==> src/rtl/mux_n_1_pipe_if.sv <==
// Handshake bundle for mux_n_1_pipe: flattened operand channels plus select
// on the input side, one registered operand on the output side.
// master = producer/consumer side (drives in_*, flush, out_ready);
// slave = the mux (drives in_ready, out_*, and sel_err when MUX_SEL_ERR_EN is defined).
interface mux_n_1_pipe_if #(
  parameter int WIDTH = 32,
  parameter int N     = 4
);
  localparam int SELW = $clog2(N);

  logic [N*WIDTH-1:0] in_data;
  logic [SELW-1:0]    sel;
  logic               in_valid;
  logic               in_ready;
  logic               flush;
  logic [WIDTH-1:0]   out_data;
  logic               out_valid;
  logic               out_ready;
`ifdef MUX_SEL_ERR_EN
  logic               sel_err;
`endif

  modport master (
    output in_data, sel, in_valid, flush, out_ready,
    input  in_ready, out_data, out_valid
`ifdef MUX_SEL_ERR_EN
    , input sel_err
`endif
  );

  modport slave (
    input  in_data, sel, in_valid, flush, out_ready,
    output in_ready, out_data, out_valid
`ifdef MUX_SEL_ERR_EN
    , output sel_err
`endif
  );
endinterface

==> src/rtl/mux_n_1_pipe.sv <==
// Purpose: N:1 WIDTH-bit operand select with a registered output and a one-entry skid buffer.
// Latency: one cycle from accept to out_valid on an empty pipe; one transfer per cycle sustained.
// Backpressure: in_ready = ~skid_valid, registered, never depends on out_ready or in_valid.
//
// Ports: clk, rst (async, active high); bus (mux_n_1_pipe_if.slave):
//   in_data/sel/in_valid/in_ready  - input beat, channel k at in_data[k*WIDTH +: WIDTH]
//   out_data/out_valid/out_ready   - selected operand
//   flush                          - synchronous drop of both held beats
//   sel_err                        - sticky out-of-range select flag (MUX_SEL_ERR_EN only)
// Optional feature macro: MUX_SEL_ERR_EN. Undefined builds have no sel_err flop or port.
module mux_n_1_pipe #(
  parameter int WIDTH = 32,
  parameter int N     = 4
) (
  input logic          clk,
  input logic          rst,
  mux_n_1_pipe_if.slave bus
);
  localparam int SELW = $clog2(N);

  logic [WIDTH-1:0] m_data_q, m_data_d;
  logic [WIDTH-1:0] s_data_q, s_data_d;
  logic             m_valid_q, m_valid_d;
  logic             s_valid_q, s_valid_d;

  logic [WIDTH-1:0] mux_res;
  logic             accept;
  logic             xfer;

  // Unmatched select values (sel >= N) fall through to the zero default.
  always_comb begin
    mux_res = '0;
    for (int k = 0; k < N; k++) begin
      if (bus.sel == SELW'(k)) mux_res = bus.in_data[k*WIDTH +: WIDTH];
    end
  end

  assign accept = bus.in_valid & ~s_valid_q;
  assign xfer   = m_valid_q & bus.out_ready;

  always_comb begin
    m_data_d  = m_data_q;
    s_data_d  = s_data_q;
    m_valid_d = m_valid_q;
    s_valid_d = s_valid_q;
    if (bus.flush) begin
      // Data registers keep their contents; only the valids drop.
      m_valid_d = 1'b0;
      s_valid_d = 1'b0;
    end else if (s_valid_q && xfer) begin
      // Skid drains into main; in_ready is low so nothing new arrives.
      m_data_d  = s_data_q;
      m_valid_d = 1'b1;
      s_valid_d = 1'b0;
    end else if (!m_valid_q || xfer) begin
      m_valid_d = accept;
      if (accept) m_data_d = mux_res;
    end else if (accept) begin
      // Main is stalled: park the new beat in the skid slot.
      s_data_d  = mux_res;
      s_valid_d = 1'b1;
    end
  end

  always_ff @(posedge clk or posedge rst) begin
    if (rst) begin
      m_data_q  <= '0;
      s_data_q  <= '0;
      m_valid_q <= 1'b0;
      s_valid_q <= 1'b0;
    end else begin
      m_data_q  <= m_data_d;
      s_data_q  <= s_data_d;
      m_valid_q <= m_valid_d;
      s_valid_q <= s_valid_d;
    end
  end

  assign bus.in_ready  = ~s_valid_q;
  assign bus.out_data  = m_data_q;
  assign bus.out_valid = m_valid_q;

`ifdef MUX_SEL_ERR_EN
  logic sel_hit;
  logic sel_err_q, sel_err_d;

  always_comb begin
    sel_hit = 1'b0;
    for (int k = 0; k < N; k++) begin
      if (bus.sel == SELW'(k)) sel_hit = 1'b1;
    end
  end

  // Sticky: only rst clears it, flush leaves it alone.
  assign sel_err_d = sel_err_q | (accept & ~sel_hit);

  always_ff @(posedge clk or posedge rst) begin
    if (rst) sel_err_q <= 1'b0;
    else     sel_err_q <= sel_err_d;
  end

  assign bus.sel_err = sel_err_q;
`endif
endmodule

==> src/flat_wrapper.sv <==
// flat-port wrapper written by rule: the top's interface ports become plain ports
module mux_n_1_pipe_flat 
#(
  parameter int WIDTH = 32,
  parameter int N     = 4
)
  (clk, rst, bus_in_data, bus_sel, bus_in_valid, bus_flush, bus_out_ready, bus_in_ready, bus_out_data, bus_out_valid);
  mux_n_1_pipe_if #(.WIDTH(WIDTH), .N(N)) bus_i ();
  input logic clk;
  input logic rst;
  input wire logic [$bits(bus_i.in_data)-1:0] bus_in_data;
  input wire logic [$bits(bus_i.sel)-1:0] bus_sel;
  input wire logic [$bits(bus_i.in_valid)-1:0] bus_in_valid;
  input wire logic [$bits(bus_i.flush)-1:0] bus_flush;
  input wire logic [$bits(bus_i.out_ready)-1:0] bus_out_ready;
  output wire logic [$bits(bus_i.in_ready)-1:0] bus_in_ready;
  output wire logic [$bits(bus_i.out_data)-1:0] bus_out_data;
  output wire logic [$bits(bus_i.out_valid)-1:0] bus_out_valid;
  assign bus_i.in_data = bus_in_data;
  assign bus_i.sel = bus_sel;
  assign bus_i.in_valid = bus_in_valid;
  assign bus_i.flush = bus_flush;
  assign bus_i.out_ready = bus_out_ready;
  assign bus_in_ready = bus_i.in_ready;
  assign bus_out_data = bus_i.out_data;
  assign bus_out_valid = bus_i.out_valid;
  mux_n_1_pipe #(.WIDTH(WIDTH), .N(N)) u_core (.clk(clk), .rst(rst), .bus(bus_i));
endmodule
==> config.mk <==
export PLATFORM = sky130hd
export DESIGN_NAME = mux_n_1_pipe_flat
export DESIGN_NICKNAME = d
export VERILOG_FILES = /design/src/rtl/mux_n_1_pipe_if.sv /design/src/rtl/mux_n_1_pipe.sv /design/src/flat_wrapper.sv
export SDC_FILE = /design/constraint.sdc
export NUM_CORES = 1
export LEC_CHECK = 0
export ABC_AREA = 1
export BUFFER_PORTS_ARGS = -buffer_cell sky130_fd_sc_hd__buf_2
export CORE_MARGIN = 2
export CORE_UTILIZATION = 25
export CTS_CLUSTER_SIZE = 28
export DETAILED_ROUTE_END_ITERATION = 6
export GPL_TIMING_DRIVEN = 0
export HOLD_SLACK_MARGIN = 0.1
export SLEW_MARGIN = 20
export SYNTH_ARGS = -nofsm -noshare
export SYNTH_HDL_FRONTEND = slang
export SYNTH_SLANG_ARGS = --single-unit
export TNS_END_PERCENT = 1
==> constraint.sdc <==
create_clock -name clk -period 2.7 [get_ports clk]
set_input_delay 0.54 -clock clk [delete_from_list [all_inputs] [get_ports clk]]
set_output_delay 0.54 -clock clk [all_outputs]
set_load 0.01 [all_outputs]
After elaboration in Yosys (flattened, before gate mapping):

Index checks and enable logic that the tools add are counted.
W data, S select, Z words.

* bits of input ports: 135
* output and inout port bits: 34
* bits in registers: 66
* logic and storage cells: 39

* reductions and logical operators: 11
* bitwise operators: 6
* muxes and demuxes: 14
* equality and inequality tests: 4

Operator list (number)
* $mux W32: 7
* $mux W1: 7
* $reduce_bool A3 Y1: 2
* $eq A2 B2 Y1 const B: 2
* $not A1 Y1: 4
* $reduce_and A4 Y1: 1
* $reduce_bool A2 Y1: 2
* $ne A3 B2 Y1 const B: 1
* $reduce_and A3 Y1: 1
* $and A1 B1 Y1: 2
* $eq A2 B1 Y1 const B: 1
* $logic_not A2 Y1: 1
* $reduce_and A2 Y1: 1
* $logic_and A1 B1 Y1: 1
* $logic_not A1 Y1: 1
* $logic_or A1 B1 Y1: 1

Logic depth before layout (Yosys ltp):

Gate-level depths: netlist of the first run.

* depth after elaboration: 8
* depth in mapped cells: 9
* gate-level depth less buffers: 7

Worst setup path after synthesis of the first run:

OpenSTA, ideal clock, no wires.

* path type: input -> register
* start point: input port bus_sel[1]
* end point: register u_core.m_data_q[17], in the netlist u_core.bus.out_data[17]
* library setup time: 0.065 ns
* data required time: 2.635 ns
* arrival: 1.393 ns
* stages on the path: 9
* path buffers: 2
* slack: 1.242 ns
* cell sequence: buf_2 -> inv_2 -> clkbuf_1 -> nand3_1 -> nand3_1 -> nand2_1 -> nand2_1 -> nand2_1 -> nand2_1

* word-level cells in the longest chain between the ends: 8
* elaborated cells between the ends (all ways): 11
* classes of those cells: eq/ne: 3; mux: 7; reduce/logical: 1

Ends and longest elaborated chain
* start, declared: RTL line flat_wrapper.sv:12 `input wire logic [$bits(bus_i.sel)-1:0] bus_sel;`
* $logic_not A2 Y1: RTL line mux_n_1_pipe.sv:34 `if (bus.sel == SELW'(k)) mux_res = bus.in_data[k*WIDTH +: WIDTH];`
* $mux W32 (3 in a row): RTL line mux_n_1_pipe.sv:34
* $mux W32 *: RTL line mux_n_1_pipe.sv:34
* $mux W32 *: RTL line mux_n_1_pipe.sv:57 `if (accept) m_data_d = mux_res;`
* $mux W32 *: RTL line mux_n_1_pipe.sv:55 `end else if (!m_valid_q || xfer) begin`
* $mux W32 *: RTL line mux_n_1_pipe.sv:50 `end else if (s_valid_q && xfer) begin`
* end signal, assigned: RTL line mux_n_1_pipe.sv:72 `m_data_q <= m_data_d;`
* end, declared: RTL line mux_n_1_pipe.sv:21 `logic [WIDTH-1:0] m_data_q, m_data_d;`

Every way passes the cells marked *; elsewhere a longest branch is shown, timed or not. The select of a mux whose other input is x is not followed.
A chain may end at the register's enable or synchronous reset.

Worst setup path in the final report of the first run:

* start point: register u_core.m_valid_q, in the netlist u_core.bus.out_valid
* end point: register u_core.s_data_q[10]

* word-level cells in the longest chain between the ends: 4
* elaborated cells between the ends (all ways): 7
* classes of those cells: bitwise: 3; reduce/logical: 4

Ends and longest elaborated chain
* start, declared: RTL line mux_n_1_pipe.sv:23 `logic m_valid_q, m_valid_d;`
* start signal, assigned: RTL line mux_n_1_pipe.sv:74 `m_valid_q <= m_valid_d;`
* $and A1 B1 Y1 or $logic_not A1 Y1 (tied branches): RTL line mux_n_1_pipe.sv:39, mux_n_1_pipe.sv:55
* $logic_and A1 B1 Y1 or $logic_or A1 B1 Y1 (tied branches): RTL line mux_n_1_pipe.sv:50, mux_n_1_pipe.sv:55
* $not A1 Y1 (no source line)
* $reduce_and A4 Y1 (no source line) *
* end signal, assigned: RTL line mux_n_1_pipe.sv:73 `s_data_q <= s_data_d;`
* end, declared: RTL line mux_n_1_pipe.sv:22 `logic [WIDTH-1:0] s_data_q, s_data_d;`

Every way passes the cells marked *; elsewhere a longest branch is shown, timed or not.

==> impl_results.md, run 1 <==
- Outcome: finished clean
- Net Count, Synth: slightly above 700
- Peak Freq: 583.2 MHz
- Crit path DAT: about 2.0 ns
- Die area: between 15000 and 20000 sq um
- Crit share post-route: 63.51%
- Setup crit end kind: flop
- Routed wire length: ~15 mm
- Peak VDD IR: 0.2739 mV
- Port Buffers: about 170
- Critical Path RT: between 2 and 3 ns
- Routed len/inst: between 15 and 20 microns
- # DRC: 0
- Final core utilization: 34.31%
- IO Count: 169
- Num CTS Buffers: 9
- CP Launch Type: flop
- Avg Cell Area, Syn: 6.713 sq um
- Row cnt: 45
- Tot Pwr: roughly 0.0032 W
- Post-layout minimum cycle time: between 1.5 and 2 ns
- Setup bufs post-CTS: 0
- Total number of vias: 4328
- Final TNS setup: 0 ns
- Final Slew Violations: 0
- # Max-Cap Violations: 0
- Max-slew headroom: 49.50%
- Gr ovfl total: 0
- Clk sinks: 66
- Initial core utilization: between 20% and 30%
- Root buf cell: clkbuf_16
- Hold buffers post-CTS: 0
- Vias per cell: roughly 4.6
- Max Clock Skew: about 0.0070 ns
- H-tree Lvls: 3
- #FFs+latches synth: 66
- Mapped Area: about 3800 sq um
- Worst Tran Pin Value: between 0.7 and 0.8 ns
- Largest net degree at the start of global routing: 39
- Final worst slack: 0.9852 ns
- Final HPWL DP: around 11 mm
- Finish-stage setup viols: 0
- Synth warn: 0
- Syn Inst Count: 570
- LEAKAGE: approximately 2.9 nW
- Die height: approximately 130 microns
- RSZ-0062 raised after global routing: no
- Post-CTS Resized: 0
- TritonCTS clock tree: yes
- Layout cell share with drive strength beyond 1: between 20% and 30%
- Area added between synthesis and finish: 35.32%
- Vias in the first global route: 4439
- DP Worst Slack: roughly 0.67 ns
- Min-Delay Path Class: in -> async
- Drt first pass iters: 4
- Final GP Congestion: between 0.7 and 0.8
- Later-pin clock latency in the skew report: around 0.33 ns
- Crit Path Max Fanout: 10
- Seq/Total Area, Yosys: between 40% and 50%
- First-pass GRT wire length: approximately 23 mm
- Pwr dens: 612.6 nW/um^2
- ANT nets after route: 0
- Die width: roughly 130 microns
- GRT Resource Usage Total: between 10% and 20%
- Area of the core: 15090 sq um
- Final Net Count: between 800 and 900
- Fin. Hold Viols: 0
- Reg clk slew, reported paths: about 0.06 ns
- Setup CP Type: reg -> reg
- Initial DRC count: between 150 and 200
- Worst r2r path cells: 6
- Initial antenna violation count: 3
- Clock tree buffer depth: 2
- Library cells used by synthesis: 19
## state kept, by name (all words and copies together), names as in the netlist
register / count
u_core.bus.out_data: 32
u_core.bus.out_valid: 1
u_core.s_data_q: 32
u_core.s_valid_q: 1
## per-stage QoR
stage,cell area (sq um),hold slack (ns),cells
after floorplan,3826,0.4594,570
after global placement,4897,0.4573,925
after detailed placement,4920,0.4598,926
after CTS,5172,0.2176,941
after global routing,5172,0.2322,941
final,5177,0.2050,943
## final cells by class
class                   count  area [sq um]
repair buffers            168         855.8
well taps                 188         235.2
inverters                   5         21.27
fillers                  1736          9912
multi-input cells         460          1984
flip-flops and latches     66          1652
clock buffers              11         232.7
diodes                      2         5.005
plain buffers              39         171.4
clock inverters             4         20.02
## cells in the mapped netlist
cell type,number,area [sq um]
dfrtp_1,66,1652
or2_1,7,43.79
nand2_2,1,6.260
or2_0,25,156.4
o21ai_0,25,125.1
clkbuf_1,16,60.06
inv_1,2,7.510
nor2_1,65,244.0
buf_1,5,18.77
buf_4,1,7.510
nand3_1,66,330.3
buf_2,17,85.08
nand2_1,227,852.1
a21oi_1,1,5.000
inv_2,3,11.26
nand3b_1,1,7.510
a211oi_1,1,7.510
o21ai_1,40,200.2
nor2_2,1,6.260
## power breakdown
part           leakage (nW)  internal (W)  total, W  switching (W)
sequential            0.837       0.00124   0.00136       0.000127
clock                 0.129      0.000610   0.00103       0.000424
combinational          1.93      0.000327  0.000777       0.000450
total                  2.90       0.00217   0.00317        0.00100
## per-layer routing
| layer | track usage (%) | part of all wire, % |
|---|---|---|
| met5 | 0 | 0.089 |
| met4 | 5.753 | 1.8 |
| met3 | 4.967 | 8.1 |
| met2 | 32.05 | 46 |
| met1 | 22.82 | 44 |
## critical path, stage by stage, from the launching register on
cell and delay, ns:
dfrtp_1 0.42, nand2_1 0.12, nor2_1 0.05, nand3_1 0.36, clkbuf_1 0.49, nand2_1 0.10, o21ai_1 0.10
## logic make-up after synthesis
logic type,share of synthesized area [%]
AOI/OAI and AO/OA,8.829
buffers and inverters,4.971
DFF,43.17
and+or+nand+nor,43.03
## cell usage in the layout (no fill, tap or decap)
cell       netlist  layout
nand2_1        227     227
buf_2           17     184
nand3_1         66      66
dfrtp_1         66      66
nor2_1          65      65
o21ai_1         40      40
o21ai_0         25      25
or2_0           25      25
clkbuf_1        16      18
clkbuf_16        0       9
or2_1            7       7
buf_1            5       5
clkinv_2         0       4
inv_2            3       3
diode_2          0       2
inv_1            2       1
nor2_2           1       1
buf_4            1       1
nand2_2          1       1
nand3b_1         1       1
inv_4            0       1
a21oi_1          1       1
a211oi_1         1       1
buf_12           0       1
## worst paths after layout
check	from	endpoint	slack (ns)
hold / removal	rst	u_core.bus.out_data[2]	0.20
setup / recovery	u_core.bus.out_valid	u_core.s_data_q[10]	0.99
setup reg to reg	u_core.bus.out_valid	u_core.s_data_q[10]	0.99
min in group clk	bus_flush	u_core.s_valid_q	0.42
max in group asynchronous	rst	u_core.s_data_q[5]	1.95
hold reg to reg	u_core.bus.out_data[1]	u_core.bus.out_data[1]	0.47
Power figures use the tool's default switching activity.
==> run 2: changes to the inputs <==
--- a/config.mk
+++ b/config.mk
@@ -5,7 +5,7 @@
 export SDC_FILE = /design/constraint.sdc
 export NUM_CORES = 1
 export LEC_CHECK = 0
-export ABC_AREA = 1
+export ABC_AREA = 0
 export BUFFER_PORTS_ARGS = -buffer_cell sky130_fd_sc_hd__buf_2
 export CORE_MARGIN = 2
 export CORE_UTILIZATION = 25
==> constraint.sdc (replaced) <==
create_clock -name clk -period 1.6 [get_ports clk]
set_input_delay 0.32 -clock clk [delete_from_list [all_inputs] [get_ports clk]]
set_output_delay 0.32 -clock clk [all_outputs]
set_load 0.01 [all_outputs]
==> run 2 against run 1 <==
Compared with the run above:
- the run now ends with negative setup slack left
- first-iteration DRC count decreased by 82%
- non-clock buffer count shrank 10
- synthesized cell count fell by 61%
- cell area is 8.4% higher
- die area fell by 1.1%
- clock power is 93% higher
- synthesized area decreased by 1.1%
- sequential share of layout area shrank 2.4 points
- total power is 94% higher
- largest cell class unchanged
- largest power group unchanged
- highest routed layer is now met4
==> impl_results.md, run 2 <==
- Setup CP Type: reg -> reg
- Final HPWL DP: approximately 7.5 mm
- Post-layout minimum cycle time: about 1.6 ns
- Synth warn: 0
- Routed wire length: ~10 mm
- Critical-path cell list: nand2b_4 > a221oi_4 > buf_6 > clkbuf_16 > mux2_4
- Die height: about 130 microns
- Die area: around 16000 sq um
- Largest net degree at the start of global routing: 26
- Vias in the first global route: a little over 3k
- Initial antenna violation count: 2
- Seq/Total Area, Yosys: between 40% and 50%
- Tot Pwr: around 0.0061 W
- Later-pin clock latency in the skew report: 0.33 ns
- Clk sinks: between 60 and 70
- Setup crit end kind: flop
- GRT Resource Usage Total: approximately 13%
- Syn Inst Count: 222
- # Max-Cap Violations: 0
- Violated checks: negative setup slack
- ANT nets after route: 0
- Row cnt: 44
- # DRC: 0
- Area of the core: ~15000 sq um
- Final worst slack: -0.03427 ns
- Num CTS Buffers: 9
- Psw: 0.001559 W
- Initial core utilization: approximately a quarter
- Placed Area: between 4000 and 5000 sq um
- Post-route cell area: approximately 5600 sq um
- Share of power burned in combinational logic: ~28%
- IO Count: about 170
- Fin. Hold Viols: 0
- WP buf/inv: 2
- Most instantiated cells after synthesis: 66 x dfrtp_1, 66 x mux2_2, 30 x mux2_4, 30 x mux4_2, 5 x clkbuf_1
- Min-Delay Path Class: in -> reg
- Initial DRC count: 32
- CP max stage cell: dfrtp_2
- Root buf cell: clkbuf_16
- Net Count, Synth: ~360
- CP Launch Type: flop
- Finish-stage setup viols: 54
- Peak Freq: about 610 MHz
- Top FF cell, synth: dfrtp_1
- First-pass GRT wire length: 16.27 mm
- Pwr dens: about 1100 nW/um^2
- Reg2Reg Setup Slack: -0.03 ns
- LEAKAGE: 2.634 nW
- Gr ovfl total: 0
- Max-slew headroom: between 60% and 70%
- Port Buffers: 167
- Filler instances: 1425
- Crit share post-route: 102.1%
- Max Clock Skew: a little over 0.005 ns
- Share of the synthesized area in the top cell type: between 40% and 50%
- Int Pwr: between 0.004 and 0.005 W
- Crit Path Max Fanout: 5
- Final Net Count: between 500 and 600
- Final Slew Violations: 0
- Critical Path RT: 1.82 ns
- Mapped Area: 3784 sq um
- Outcome: complete, but fails checks
- Clock tree buffer depth: 2
- Hold WS: 0.2558 ns
- Dpl cells: roughly 580
- Peak VDD IR: between 0.4 and 0.5 mV
- Routed len/inst: 17.27 microns
- Top cells by area, synth: dfrtp_1 44%, mux2_2 20%, mux4_2 18%
- TritonCTS clock tree: yes
- Final core utilization: 38.31%
- H-tree Lvls: 3
- Total number of vias: roughly 2.8k
- Die width: between 100 and 150 microns
- Commonest non-fill, non-tap cells in the layout: 168 x buf_2, 64 x dfrtp_1, 61 x mux2_4, 35 x mux2_2, 30 x mux4_2
- #FFs+latches synth: 66
- Drt first pass iters: 4
- Area added between synthesis and finish: 48.28%
- Largest area contributor in the netlist: dfrtp_1
- Worst Tran Pin Value: between 0.5 and 0.6 ns
- Crit path max-delay family: flip-flops
- Layout cell share with drive strength beyond 1: about four fifths
- Library cells used by synthesis: 20
- Reg clk slew, reported paths: around 0.050 ns
- Commonest non-fill, non-tap cell in the layout: buf_2
- EDFF count, synth: 0
- FFs w/ async S/R, synth: 100.0%
- Reg power frac: about two fifths
- RSZ-0062 raised after global routing: yes
- Clock power share: between 30 and 40%
- Final GP Congestion: 0.7015
- Avg Cell Area, Syn: roughly 17 sq um
- Vias per cell: 4.585
- Sw frac: approximately a quarter
- Slowest stage delay, CP: between 0.4 and 0.5 ns
- Final Non-Filler Cells: between 600 and 700
- Crit path DAT: 1.85 ns
[run 2: cell count changes after synthesis, moves of 25 or more]
cell / delta
mux2_2: +66
mux2_4: +30
mux4_2: +30
nand2_1: -226
nand3_1: -65
nor2_1: -65
o21ai_1: -40
or2_0: -25
[run 2: kinds of logic after synthesis]
group / share of synthesized area [%]
muxes: 50.79
DFF: 43.65
buffers and inverters: 3.770
AOI/OAI and AO/OA: 0.9919
and+or+nand+nor: 0.7934
[run 2: stage by stage]
stage                     worst slack, ns  TNS [ns]
after floorplan                   -0.1361    -6.901
after global placement            -0.5901    -34.37
after detailed placement          -0.6312    -36.67
after CTS                        -0.07099    -2.801
after global routing              -0.1076    -4.728
final                            -0.03427   -0.9200
[run 2: timing repair]
action | 4_1_cts | 5_1_grt
setup endpoints to repair | 64 | 64
hold buffers | 1 | 0
setup buffers | 9 | 0
hold endpoints to repair | 18 | 0
gates cloned | 1 | 1
resized for setup | 55 | 22
pin swaps | 2 | 3
[run 2: metal layers]
layer  wire length (microns)  share of wire [%]  vias up  track usage [%]
met5                       0                  0        -                0
met4                      97               0.93        0            3.685
met3                     698                6.7        7            5.193
met2                    5405                 52      104            22.96
met1                    4247                 41     1414            15.66
li1                        -                  -     1249                -
[run 2: final timing paths]
check                                              from                      end  depth (start not counted)
worst max-delay path                   u_core.s_valid_q   u_core.bus.out_data[2]                          5
worst min-delay path                          bus_flush     u_core.bus.out_valid                          2
worst max register to register         u_core.s_valid_q   u_core.bus.out_data[2]                          5
worst min register to register  u_core.bus.out_data[30]  u_core.bus.out_data[30]                          1
max in group asynchronous                           rst  u_core.bus.out_data[16]                          4
min in group asynchronous                           rst  u_core.bus.out_data[28]                          3
[run 2: power by group through the flow]
stage               Clock, W  Sequential [W]  Combinational, W
global placement           0         0.00239           0.00149
CTS                  0.00206         0.00241           0.00170
finish               0.00199         0.00241           0.00175
detailed placement         0         0.00241           0.00155
global route         0.00214         0.00247           0.00188
floorplan                  0         0.00247          0.000899
[run 2: area by class of cell]
| type | instances | area [sq um] | area share (%) |
|---|---|---|---|
| buffer | 16 | 237.7 | 4.237 |
| tap | 184 | 230.2 | 4.103 |
| multi-input combinational | 137 | 2141 | 38.16 |
| timing repair buffer | 181 | 1028 | 18.33 |
| sequential | 66 | 1654 | 29.48 |
| inverter | 3 | 15.01 | 0.2676 |
| clock buffer | 14 | 264.0 | 4.706 |
| clock inverter | 2 | 35.03 | 0.6244 |
| antenna | 2 | 5.005 | 0.08921 |
==> run 3: changes to the inputs <==
--- a/config.mk
+++ b/config.mk
@@ -7,8 +7,8 @@
 export LEC_CHECK = 0
 export ABC_AREA = 0
 export BUFFER_PORTS_ARGS = -buffer_cell sky130_fd_sc_hd__buf_2
-export CORE_MARGIN = 2
 export CORE_UTILIZATION = 25
+export CTS_BUF_LIST = sky130_fd_sc_hd__clkbuf_8
 export CTS_CLUSTER_SIZE = 28
 export DETAILED_ROUTE_END_ITERATION = 6
 export GPL_TIMING_DRIVEN = 0
==> run 3 against run 2 <==
Compared with the run above:
- the flow finishes with violations (design-rule violations, negative setup slack)
- register-to-register slack worse by 0.03 ns
- global-route usage grew 0.47 points
- hold slack worse by 0.025 ns
- utilization down 1.0 points
- first-iteration DRC count grew 130%
- flip-flop and latch count did not move
- via count is 1.2% lower
- total power down 13%
- cell count down 0.66%
- routed wire length is 1.4% lower
- sequential share of layout area up 0.80 points
- clock power shrank 40%
==> impl_results.md, run 3 (synthesized netlist as in run 2, its figures left out) <==
- Outcome: complete, but fails checks
- Violated checks: design-rule violations, negative setup slack
- GR Layer Usage met3: 3.937%
- Worst r2r src: u_core.s_valid_q
- Commonest non-fill, non-tap cell in the layout: buf_2
- Crit Path Max Fanout: 5
- Sw frac: ~28%
- Pwr dens: between 900 and 1000 nW/um^2
- Crit share post-route: 104.1%
- Final worst slack: -0.06516 ns
- Clk sinks: 66
- H-tree Lvls: 3
- Num CTS Buffers: 9
- Final GP Congestion: 0.7032
- GRT Max-Usage Layer: met2
- Post-layout minimum cycle time: ~1.7 ns
- Area of the core: between 10000 and 15000 sq um
- Layout cell share with drive strength beyond 1: 81.06%
- Crit path to: u_core.bus.out_data[0]
- Die area: around 16000 sq um
- Initial core utilization: roughly 26%
- Share of power burned in combinational logic: roughly 33%
- M1 GR Usage: between 10% and 20%
- Final TNS setup: -0.9055 ns
- LEAKAGE: roughly 2.6 nW
- Gr ovfl total: 0
- Row cnt: 44
- First-pass GRT wire length: about 16 mm
- Peak VDD IR: ~0.49 mV
- Worst r2r path cells: 5
- Worst Setup SP: u_core.s_valid_q
- # Max-Cap Violations: 0
- Worst Tran Pin Value: about 0.34 ns
- Met2 GRT Util: 23.66%
- Filler instances: about 1.4k
- Reg power frac: approximately 45%
- Initial DRC count: 74
- Area added between synthesis and finish: 44.25%
- Vias in the first global route: 3036
- GRT Resource Usage Total: ~14%
- Post-route cell area: between 5000 and 6000 sq um
- Setup CP Type: reg -> reg
- CP Launch Type: flop
- Largest net degree at the start of global routing: 33
- Setup crit end kind: flop
- Routed wire length: between 10 and 15 mm
- Final Slew Violations: 0
- Clock tree buffer depth: 2
- Ant. Diodes: 0
- Vias per cell: 4.559
- # DRC: 20
- Clock power share: roughly 22%
- Later-pin clock latency in the skew report: between 0.3 and 0.4 ns
- Reg2Reg Setup Slack: -0.07 ns
- Reg2reg end: u_core.bus.out_data[0]
- TritonCTS clock tree: yes
- Max Clock Skew: a little over 0.007 ns
- Final HPWL DP: 7.264 mm
- Reg clk slew, reported paths: 0.07 ns
- Hold WS: ~0.23 ns
- Critical Path RT: 1.84 ns
- ANT nets after route: 0
- Crit path DAT: 1.91 ns
- Max-slew headroom: around 78%
- Total number of vias: ~2.7k
- Int Pwr: just under 0.004 W
- Fin. Hold Viols: 0
- Psw: approximately 0.0015 W
- Port Buffers: around 170
- Finish-stage setup viols: 33
- Min-Delay Path Class: in -> reg
- Peak Freq: around 600 MHz
- IO Count: between 150 and 200
- Final Net Count: 549
- RSZ-0062 raised after global routing: yes
- Initial antenna violation count: 0
- Routed len/inst: about 17 microns
- Placed Area: 4893 sq um
- Die height: 125.0 microns
- Commonest non-fill, non-tap cells in the layout: 168 x buf_2, 65 x dfrtp_1, 62 x mux2_4, 34 x mux2_2, 30 x mux4_2
- Die width: ~130 microns
- Root buf cell: clkbuf_8
- Drt first pass iters: 6
## run 3: changes by cell type in the layout (fill, tap and decap cells not counted), moves of 2 or more
| cell | previous run | this run |
|---|---|---|
| diode_2 | 2 | 0 |
| clkbuf_8 | 2 | 10 |
| buf_4 | 5 | 8 |
| buf_12 | 8 | 11 |
| buf_8 | 4 | 2 |
| clkbuf_1 | 3 | 0 |
| buf_6 | 6 | 3 |
| clkbuf_16 | 10 | 1 |
| inv_1 | 2 | 6 |
## run 3: power by group through the flow
stage	Clock [W]	Combinational, W	Sequential, W
floorplan	0	0.000899	0.00247
global placement	0	0.00149	0.00240
detailed placement	0	0.00155	0.00242
CTS	0.00125	0.00176	0.00241
global route	0.00132	0.00190	0.00246
finish	0.00119	0.00176	0.00241
## run 3: layer usage
layer	up-vias	share of wire, %
met1	1391	43
li1	1244	-
met4	0	0.96
met3	7	6.0
met5	-	0
met2	98	50
## run 3: per-stage QoR
stage / cells / power, W / setup WS [ns] / util [%]
2_1_floorplan: 222 / 0.003366 / -0.1361 / -
3_3_place_gp: 573 / 0.003882 / -0.5666 / 33.14
3_5_place_dp: 575 / 0.003965 / -0.5799 / 33.42
4_1_cts: 598 / 0.005415 / -0.06627 / 36.80
5_1_grt: 601 / 0.005685 / -0.1049 / 37.27
6_report: 601 / 0.005354 / -0.06516 / 37.27
## run 3: worst min path at each step
stage / from / to / slack [ns] / cells past startpoint
after detailed placement: rst / u_core.s_data_q[27] / 0.31 / 2
after CTS: bus_out_ready / u_core.s_valid_q / 0.18 / 2
final: bus_flush / u_core.s_valid_q / 0.23 / 2
after floorplan: bus_flush / u_core.bus.out_valid / 0.38 / 1
after global routing: bus_flush / u_core.s_valid_q / 0.21 / 2
after global placement: u_core.s_data_q[24] / u_core.s_data_q[24] / 0.48 / 1
## run 3: repair_timing
action | CTS | global route
endpoints found under the setup margin | 64 | 64
pin swaps | 2 | 2
resized for setup | 67 | 10
hold buffers | 1 | 0
buffers inserted | 8 | 2
endpoints found under the hold margin | 10 | 0
cloned | 1 | 1
## run 3: worst max-delay path: stages, from the launching register on
cell       delay, ns
dfrtp_1         0.41
nand2b_4        0.19
a221oi_4        0.26
buf_6           0.22
clkbuf_16       0.17
mux2_4          0.29
## run 3: cell type report
type | instances | area (sq um) | area share [%]
plain buffers | 15 | 236.5 | 4.333
well taps | 184 | 230.2 | 4.218
multi-input cells | 137 | 2150 | 39.39
flip-flops and latches | 66 | 1653 | 30.28
repair buffers | 182 | 1021 | 18.71
inverters | 3 | 15.01 | 0.2751
clock buffers | 10 | 137.6 | 2.522
clock inverters | 4 | 15.01 | 0.2751
